File: config.mk
export PLATFORM = sky130hd
export DESIGN_NAME = bcd2bin_seq
export DESIGN_NICKNAME = d
export VERILOG_FILES = /design/src/rtl/bcd2bin_seq.sv
export SDC_FILE = /design/constraint.sdc
export NUM_CORES = 1
export LEC_CHECK = 0
export ABC_CLOCK_PERIOD_IN_PS = 3300
export BUFFER_PORTS_ARGS = -buffer_cell sky130_fd_sc_hd__buf_2
export CAP_MARGIN = 5
export CORE_MARGIN = 3
export CORE_UTILIZATION = 55
export CTS_CLUSTER_SIZE = 40
export DETAILED_ROUTE_END_ITERATION = 16
export GPL_TIMING_DRIVEN = 0
export PLACE_DENSITY = 0.79
export SYNTH_ARGS = -nofsm -noshare
export SYNTH_HDL_FRONTEND = slang
export SYNTH_SLANG_ARGS = --single-unit
File: constraint.sdc
create_clock -name clk -period 3.3 [get_ports clk]
set_input_delay 0.165 -clock clk [delete_from_list [all_inputs] [get_ports clk]]
set_output_delay 0.165 -clock clk [all_outputs]
set_load 0.02 [all_outputs]
File: src/rtl/bcd2bin_seq.sv
// Sequential signed 3-digit BCD to two's-complement converter.
// Uses reverse double-dabble with a start/busy/done handshake.
module bcd2bin_seq #(
  parameter int unsigned WORD_LENGTH = 8
) (
  input  logic                   clk,
  input  logic                   reset,
  input  logic                   start,
  input  logic [3:0]             H,
  input  logic [3:0]             T,
  input  logic [3:0]             U,
  input  logic                   sign,
  output logic [WORD_LENGTH-1:0] bin,
  output logic                   busy,
  output logic                   done,
  output logic                   error
);

  localparam int unsigned BCD_W     = 12;
  localparam int unsigned MAG_W     = 10;
  localparam int unsigned CNT_W     = 4;
  localparam int unsigned SH_W      = BCD_W + MAG_W;
  localparam int unsigned LAST_ITER = 9;
  localparam int unsigned MAX_POS   = (1 << (WORD_LENGTH - 1)) - 1;
  localparam int unsigned MAX_NEG   = 1 << (WORD_LENGTH - 1);

  typedef enum logic [1:0] {
    S_IDLE   = 2'd0,
    S_SHIFT  = 2'd1,
    S_FINISH = 2'd2
  } state_t;

  state_t                 r_state;
  logic [BCD_W-1:0]       r_bcd;
  logic [MAG_W-1:0]       r_mag;
  logic [CNT_W-1:0]       r_cnt;
  logic                   r_sign;
  logic                   r_invalid;
  logic [WORD_LENGTH-1:0] r_bin;
  logic                   r_busy;
  logic                   r_done;
  logic                   r_error;

  state_t                 w_state_nxt;
  logic [BCD_W-1:0]       w_bcd_nxt;
  logic [MAG_W-1:0]       w_mag_nxt;
  logic [CNT_W-1:0]       w_cnt_nxt;
  logic                   w_sign_nxt;
  logic                   w_invalid_nxt;
  logic [WORD_LENGTH-1:0] w_bin_nxt;
  logic                   w_done_nxt;
  logic                   w_error_nxt;

  logic [SH_W-1:0]        w_shift;
  logic [BCD_W-1:0]       w_bcd_adj;
  logic [3:0]             w_digit;
  logic [MAG_W-1:0]       w_neg;
  logic [MAG_W-1:0]       w_res;
  logic                   w_err;

  assign bin   = r_bin;
  assign busy  = r_busy;
  assign done  = r_done;
  assign error = r_error;

  // One reverse double-dabble step: shift right, then pull each digit >= 8 down by 3.
  always_comb begin
    w_shift   = {r_bcd, r_mag} >> 1;
    w_bcd_adj = w_shift[SH_W-1:MAG_W];
    w_digit   = 4'd0;
    for (int i = 0; i < 3; i++) begin
      w_digit = w_shift[MAG_W + 4*i +: 4];
      w_bcd_adj[4*i +: 4] = (w_digit >= 4'd8) ? (w_digit - 4'd3) : w_digit;
    end
  end

  // Range check and negation stay at full 10-bit magnitude before truncation.
  always_comb begin
    w_neg = ~r_mag + MAG_W'(1);
    w_res = r_sign ? r_mag : w_neg;
    w_err = r_invalid |
            (r_sign ? (r_mag > MAG_W'(MAX_POS)) : (r_mag > MAG_W'(MAX_NEG)));
  end

  always_comb begin
    w_state_nxt   = r_state;
    w_bcd_nxt     = r_bcd;
    w_mag_nxt     = r_mag;
    w_cnt_nxt     = r_cnt;
    w_sign_nxt    = r_sign;
    w_invalid_nxt = r_invalid;
    w_bin_nxt     = r_bin;
    w_error_nxt   = r_error;
    w_done_nxt    = 1'b0;
    case (r_state)
      S_IDLE: begin
        if (start) begin
          w_bcd_nxt     = {H, T, U};
          w_mag_nxt     = '0;
          w_cnt_nxt     = '0;
          w_sign_nxt    = sign;
          w_invalid_nxt = (H > 4'd9) | (T > 4'd9) | (U > 4'd9);
          w_state_nxt   = w_invalid_nxt ? S_FINISH : S_SHIFT;
        end
      end
      S_SHIFT: begin
        w_bcd_nxt = w_bcd_adj;
        w_mag_nxt = w_shift[MAG_W-1:0];
        w_cnt_nxt = r_cnt + CNT_W'(1);
        if (r_cnt == CNT_W'(LAST_ITER)) begin
          w_state_nxt = S_FINISH;
        end
      end
      S_FINISH: begin
        w_done_nxt  = 1'b1;
        w_state_nxt = S_IDLE;
        if (w_err) begin
          w_bin_nxt   = '0;
          w_error_nxt = 1'b1;
        end else begin
          w_bin_nxt   = WORD_LENGTH'(w_res);
          w_error_nxt = 1'b0;
        end
      end
      default: w_state_nxt = S_IDLE;
    endcase
  end

  always_ff @(posedge clk or posedge reset) begin
    if (reset) begin
      r_state   <= S_IDLE;
      r_bcd     <= '0;
      r_mag     <= '0;
      r_cnt     <= '0;
      r_sign    <= 1'b0;
      r_invalid <= 1'b0;
      r_bin     <= '0;
      r_busy    <= 1'b0;
      r_done    <= 1'b0;
      r_error   <= 1'b0;
    end else begin
      r_state   <= w_state_nxt;
      r_bcd     <= w_bcd_nxt;
      r_mag     <= w_mag_nxt;
      r_cnt     <= w_cnt_nxt;
      r_sign    <= w_sign_nxt;
      r_invalid <= w_invalid_nxt;
      r_bin     <= w_bin_nxt;
      r_busy    <= (w_state_nxt != S_IDLE);
      r_done    <= w_done_nxt;
      r_error   <= w_error_nxt;
    end
  end

endmodule

# == Yosys cells after proc, flatten, opt, wreduce, memory -nomap -nowiden ==
# Cells that the tools add are included.
# op_classes
addsub,5
magnitude_cmp,8
n_eq_ne,4
n_mux,18
bitwise_logic,4
reduce_logical,5
# op_table
cell,n
12-bit one-hot mux with 2 select lines,1
10-bit one-hot mux with 2 select lines,1
4-bit two-way mux,4
8-bit two-way mux,2
"4-bit > comparator, second input constant",3
12-bit two-way mux,1
"10-bit by 7-bit > comparator with 1-bit output, second input constant",1
"10-bit by 8-bit > comparator with 1-bit output, second input constant",1
10-bit two-way mux,1
"8-bit by 1-bit adder with 8-bit output, second input constant",1
"4-bit greater-or-equal comparator, second input constant",2
8-bit NOT,1
4-bit one-hot mux with 2 select lines,1
"4-bit by 2-bit subtractor with 4-bit output, second input constant",2
2-bit two-way mux,3
"4-bit by 1-bit adder with 4-bit output, second input constant",1
"4-bit equality test, second input constant",1
"3-bit by 4-bit greater-or-equal comparator with 1-bit output, second input constant",1
2-bit one-hot mux with 2 select lines,1
2-bit AND reduction,2
2-bit nonzero test,2
"3-bit by 2-bit subtractor with 4-bit output, second input constant",1
1-bit two-way mux,3
1-bit OR,3
4 further kinds,4
# totals
regBits,41
in_bits,16
output_inout_bits,11
wordCells,54

# == Depth between registers and ports, before layout ==
# Gate-level depths: netlist (run 1).
# depth
depth_word,7
depth_mapped,6
mapped_depth_nobuf,6

# == Worst setup path after synthesis (run 1) ==
# No wires, ideal clock.
# synth_timing
path_kind,reg-to-reg
start,register r_state[0]
end,"register r_error, in the netlist error"
setup_time_ns,0.119
arrival_time_ns,1.383
required_time_ns,3.181
slack_ns,1.798
path_stages_with_launch,6
path_buffers,1
period_less_slack_ns,1.502
cell_sequence,dfrtp_1 nand2b_1 buf_6 or4_4 a21o_4 o21a_1
# synth_via
elab_chain_cells,1
# synth_lines
item,line_no,rtl
"start, declared",33,state_t r_state;
"start signal, assigned",142,r_state <= w_state_nxt;
2-bit equality test,95,case (r_state)
"end signal, assigned",151,r_error <= w_error_nxt;
"end, declared",42,logic r_error;
# No other way between the ends.
# A chain may end at the register's enable or synchronous reset.

# == Worst setup path after layout (run 1) ==
# layout_timing
start,register r_state[1]
end,register r_bcd[1]
# layout_via
elab_chain_cells,3
word_cells_on_any_way,6
classes_between,eq/ne (2); mux (1); reduce/logical (3)
# layout_lines
item,line_no,rtl
2-bit by 1-bit equality test with 1-bit output or 2-bit zero test (tied branches),95,
2-bit nonzero test (no line) or 2-bit != test (tied branches),n/a,
2-bit AND reduction (no line),n/a,
"end signal, assigned",143,r_bcd <= w_bcd_nxt;
"end, declared",34,logic [BCD_W-1:0] r_bcd;
# Parallel ways exist; a longest one is shown, timed or not.

==> flow_metrics.tcl, run 1 <==
set metrics [dict create \
    holdBufCountCts 1 \
    cp_max_fo 10 \
    grt_pass1_wl_um 6960 \
    n_antenna_cell 0 \
    layout_commonest_cell "dfrtp_1" \
    die_area_um2 4300 \
    gp_congestion 0.879 \
    vias_per_cell 5.71 \
    cp-start-kind "register" \
    clock_latency_ps 350 \
    hold_path_depth 2 \
    cts_root_buf "clkbuf_4" \
    slew_violations 0 \
    cts_resized 0 \
    hold_end "r_sign$_DFFE_PP0P_" \
    worst_r2r_path_depth 4 \
    ys_ff_latch 41 \
    grt_antenna_before_repair 0 \
    setup_viol 0 \
    max_slew_margin_pct 45.3 \
    min_from "sign" \
    arrival_ps 1910 \
    rsz0062_at_grt "no" \
    endpoint_kind "register" \
    fin_nets 251 \
    clock.fmax_mhz 592 \
    finalWirelength_um 4040 \
    ios 27 \
    layout_common_cells "41 x dfrtp_1, 27 x buf_2, 23 x nand2_1" \
    hold_viol 0 \
    peakVddDrop_v 0.000481 \
    antenna_left 0 \
    synth_cells 194 \
    place_area_um2 2140 \
    syn2layout_area_growth_pct 14.4 \
    clkTransAtPathRegs_ps 110 \
    rrSetupSlack_ps 1610 \
    min_period_over_period_pct 51.2 \
    required_ps 3520 \
    start_util_pct 60.9 \
    wl_per_cell_um 14.8 \
    mappedNetlistArea_um2 1950 \
    stdcell_area_um2 2230 \
    grt_use_total_pct 21.2 \
    cellLeakagePower_nw 1.05 \
    cp-startpoint "r_state[1]$_DFF_PP0_" \
    period_needed_ps 1690 \
    hpwlAfterDp_um 2900 \
    grt_max_degree 42 \
    clk_path_buf_depth 2 \
    finClkSkew_ps 13.0 \
    cts_buffers 5 \
    numClockSinks 41 \
    finish.utilization_pct 69.6 \
    dpl.cell_count 264 \
    rows 20 \
    avgSynthCellArea_um2 10.1 \
    cts_tree "done" \
    post_cts_buffers 0 \
    rr_endpoint "r_bcd[1]$_DFFE_PP0P_" \
    die_h_um 65.6 \
    netlist-cell-type-count 33 \
    synth_fp_nets 217 \
    timing.rr.start "r_state[1]$_DFF_PP0_" \
    drt-pass1-iter-count 4 \
    cap_violations 0 \
    worst_slew_pin_slew_ps 819 \
    drt_iter0_drc 83 \
    fin_cells 273 \
    drive_above_1_share_pct 17.9 \
    overflow 0 \
    finalSetupTns_ps 0 \
    core_um2 3200 \
    fp.dieW_um 65.6 \
    critical_path_class "reg -> reg" \
    num_vias 1558 \
    power_density_nw_per_um2 834 \
    yosys_warnings 0 \
    io_buffers 26 \
    hold_class "in -> reg" \
    ys_seq_area_share_pct 52.6 \
    finalPower_mw 1.86 \
    status "completed" \
    drc_errors 0 \
    first_global_vias 1586 \
    htreeDepth 2 \
]
[cell usage after synthesis]
| master | instances | area share [%] |
|---|---|---|
| nand2b_1 | 6 | 1.9 |
| nand4b_1 | 1 | 0.45 |
| buf_2 | 1 | 0.26 |
| buf_6 | 2 | 1.2 |
| nor2_1 | 11 | 2.1 |
| inv_1 | 11 | 2.1 |
| xor2_1 | 2 | 0.90 |
| xnor2_1 | 8 | 3.6 |
| a21o_4 | 1 | 0.77 |
| o21ai_1 | 8 | 2.1 |
| nand4_1 | 1 | 0.32 |
| a21oi_1 | 8 | 2.1 |
| a31o_2 | 1 | 0.45 |
| dfrtp_1 | 41 | 53 |
| ha_1 | 7 | 4.5 |
| nor4_1 | 1 | 0.32 |
| o21a_1 | 1 | 0.39 |
| o21bai_1 | 1 | 0.39 |
| o21ai_0 | 15 | 3.8 |
| nand2_1 | 23 | 4.4 |
| a22o_1 | 8 | 3.6 |
| nor3_1 | 3 | 0.77 |
| buf_1 | 1 | 0.19 |
| a22oi_1 | 7 | 2.7 |
| o22ai_1 | 6 | 1.9 |
| nand3_1 | 3 | 0.77 |
| or4_4 | 1 | 0.58 |
| a31oi_1 | 1 | 0.32 |
| mux2_2 | 1 | 0.58 |
| nor2b_1 | 2 | 0.64 |
| mux2i_1 | 3 | 1.5 |
| clkbuf_1 | 7 | 1.3 |
| a41oi_1 | 1 | 0.45 |
[report_power, final]
group	leakage [nW]	switching [mW]	internal (mW)	total (mW)
Combinational	0.466	0.425	0.295	0.720
Clock	0.0455	0.155	0.181	0.336
Sequential	0.535	0.143	0.663	0.806
Total	1.05	0.722	1.14	1.86
[worst max-delay path by stage]
stage               cells after the start  slack [ps]               endpoint
floorplan                               5        1800      error$_DFFE_PP0P_
global placement                        4        1690   r_bcd[1]$_DFFE_PP0P_
detailed placement                      4        1660   r_bcd[1]$_DFFE_PP0P_
CTS                                     5        1600     bin[2]$_DFFE_PP0P_
global route                            5        1430  r_bcd[11]$_DFFE_PP0P_
finish                                  4        1610   r_bcd[1]$_DFFE_PP0P_
[logic make-up after synthesis]
kind of cell	Yosys count	share of synthesized area, %
simple gates	52	12.3
fa+ha+maj	7	4.49
compound gates	58	18.9
flops	41	52.6
mux	4	2.12
buf+inv	22	5.07
xor+xnor	10	4.49
[critical path, cell delays in order, from the launching register on]
cell and delay, ps:
dfrtp_1 410, clkbuf_1 360, o21bai_1 240, clkbuf_1 410, o21ai_0 160
[stage by stage]
step / hold slack, ps / worst slack [ps]
floorplan: 310 / 1800
detailed placement: 375 / 1660
global route: 25.4 / 1430
global placement: 401 / 1690
CTS: 42.1 / 1600
finish: 52.5 / 1610
[cell type report]
type	instances	area, um^2
Tap cell	44	55.1
Fill cell	262	972
Inverter	11	41.3
Multi-Input combinational cell	131	826
Timing Repair Buffer	27	140
Clock inverter	1	30.0
Buffer	11	57.6
Sequential cell	41	1030
Clock buffer	7	55.1
[sequential cells by signal (all words and copies together) (netlist names)]
name	cells
r_invalid	1
r_sign	1
r_bcd	12
r_mag	10
r_cnt	4
r_state	2
error	1
done	1
bin	8
busy	1
[routing by layer]
layer	track usage, %	vias up	wire length [um]
met4	6.74	0	44
met3	6.32	6	215
met1	24.7	771	1780
met5	0	-	0
li1	-	739	-
met2	37.4	42	2000
(Power assumes the default switching activity.)
==> inputs of run 2 (changes only) <==
Settings changed: ABC_CLOCK_PERIOD_IN_PS 3300 to 1500, CORE_UTILIZATION 55 to 51, PLACE_DENSITY 0.79 to 0.77.
Clock period 3.3 ns to 1.5 ns, I/O delays scaled along.
==> flow_metrics.tcl, run 2 (synthesis results as in run 1) <==
set metrics [dict create \
    status "completed" \
    clkTransAtPathRegs_ps 70 \
    hold_path_depth 2 \
    cp-start-kind "register" \
    timing.rr.start "r_state[0]$_DFF_PP0_" \
    overflow 0 \
    finalPower_mw 4.20 \
    clk_path_buf_depth 2 \
    antenna_left 0 \
    cellLeakagePower_nw 1.11 \
    drt-pass1-iter-count 4 \
    critical_path_class "reg -> reg" \
    hold_viol 0 \
    fin_nets 255 \
    hold_class "in -> reg" \
    power_density_nw_per_um2 1790 \
    largest_register "r_bcd" \
    core_um2 3490 \
    period_needed_ps 1480 \
    hold_end "r_sign$_DFFE_PP0P_" \
    max_slew_margin_pct 45.6 \
    drt_iter0_drc 70 \
    largest_reg_flops 12 \
    required_ps 1680 \
    start_util_pct 55.8 \
    first_global_vias 1505 \
    peakVddDrop_v 0.00108 \
    layout_common_cells "37 x dfrtp_1, 29 x buf_2, 23 x nand2_1" \
    gp_congestion 0.854 \
    setup_viol 0 \
    cts_buffers 5 \
    min_period_over_period_pct 98.4 \
    grt_antenna_before_repair 0 \
    grt_pass1_wl_um 6980 \
    cts_root_buf "clkbuf_8" \
    rrSetupSlack_ps 20 \
    finalWirelength_um 4060 \
    drc_errors 0 \
    place_ws_ps -200 \
    min_from "sign" \
    slowest_delay_ps 450 \
    dpl.cell_count 266 \
    grt_use_total_pct 20.7 \
    n_antenna_cell 0 \
    setup_slack_ps 24.6 \
    finish.utilization_pct 67.1 \
    io_buffers 26 \
    clock.fmax_mhz 678 \
    layout_commonest_cell "dfrtp_1" \
    path_buf_inv 0 \
    cp_cell_sequence "nand2b_4, or4_4, a21o_4, o21a_1" \
    rr_endpoint "error$_DFFE_PP0P_" \
    clock_latency_ps 290 \
    finClkSkew_ps 5.59 \
    worst_r2r_path_depth 4 \
    wl_per_cell_um 14.6 \
    die_area_um2 4600 \
    slowest_stage "or4_4" \
    cts_tree "done" \
    vias_per_cell 5.55 \
    cp_max_fo 5 \
    hpwlAfterDp_um 2770 \
    worst_slew_pin_slew_ps 816 \
    cap_violations 0 \
    drive_above_1_share_pct 28.0 \
    worst_path_dominant_cell_family "simple AND/OR/NAND/NOR gates" \
    syn2layout_area_growth_pct 20.3 \
    rsz0062_at_grt "yes" \
    grt_max_degree 42 \
    numClockSinks 41 \
    num_vias 1544 \
    slew_violations 0 \
    ios 27 \
    endpoint_kind "register" \
    die_h_um 67.8 \
    htreeDepth 2 \
    fin_cells 278 \
    arrival_ps 1650 \
    rows 21 \
    fp.dieW_um 67.8 \
]
run 2: cell count changes in the layout (fill, tap and decap cells not counted), sizes merged:
cell,delta
a21o,+1
buf,+6
bufinv,-1
clkbuf,-3
run 2: worst reg2reg max path, delay by kind of cell (launching register included):
| family | cells | cell delay [ps] |
|---|---|---|
| simple gates | 2 | 610 |
| flops | 1 | 420 |
| compound gates | 2 | 350 |
run 2: per-layer routing:
layer | global-route usage [%] | wire (um) | vias up
met5 | 0 | 0 | -
met4 | 7.69 | 56 | 0
met3 | 5.09 | 204 | 5
met2 | 34.5 | 2010 | 39
met1 | 26.1 | 1780 | 751
li1 | - | - | 749
run 2: what timing repair did:
action                                  4_1_cts  5_1_grt
gates cloned                                  1        0
hold buffers                                  1        0
gates resized for setup                       9       15
endpoints found under the setup margin       25       22
hold endpoints to repair                     41        0
buffers inserted                              1        5
pin swaps                                     0        4
run 2: worst max-delay path by stage:
stage,from,end,slack (ps),cells after the start
finish,r_state[0]$_DFF_PP0_,error$_DFFE_PP0P_,20,4
global route,r_mag[0]$_DFFE_PP0P_,error$_DFFE_PP0P_,-40,5
floorplan,r_state[0]$_DFF_PP0_,error$_DFFE_PP0P_,10,5
CTS,r_mag[2]$_DFFE_PP0P_,bin[1]$_DFFE_PP0P_,10,5
detailed placement,r_state[1]$_DFF_PP0_,r_bcd[1]$_DFFE_PP0P_,-200,4
global placement,r_state[1]$_DFF_PP0_,r_bcd[1]$_DFFE_PP0P_,-200,4
run 2: cell type report:
class / count / area [um^2]
Clock buffer: 7 / 86.3
Timing Repair Buffer: 33 / 185
Multi-Input combinational cell: 132 / 897
Fill cell: 274 / 1150
Buffer: 8 / 47.5
Sequential cell: 41 / 1030
Inverter: 11 / 41.3
Tap cell: 46 / 57.6
run 2: metrics by stage:
step           TNS (ps)  hold slack (ps)  area, um^2
2_1_floorplan         0              220        1960
3_3_place_gp      -3340              307        2150
3_5_place_dp      -3460              290        2150
4_1_cts               0             8.57        2270
5_1_grt           -83.1             5.08        2350
6_report              0             10.2        2350
run 2: where the power goes:
part	leakage (nW)	switching [mW]	total, mW	internal (mW)
Combinational	0.539	0.960	1.70	0.737
Clock	0.0443	0.345	0.709	0.365
Sequential	0.529	0.326	1.79	1.47
Total	1.11	1.63	4.20	2.57
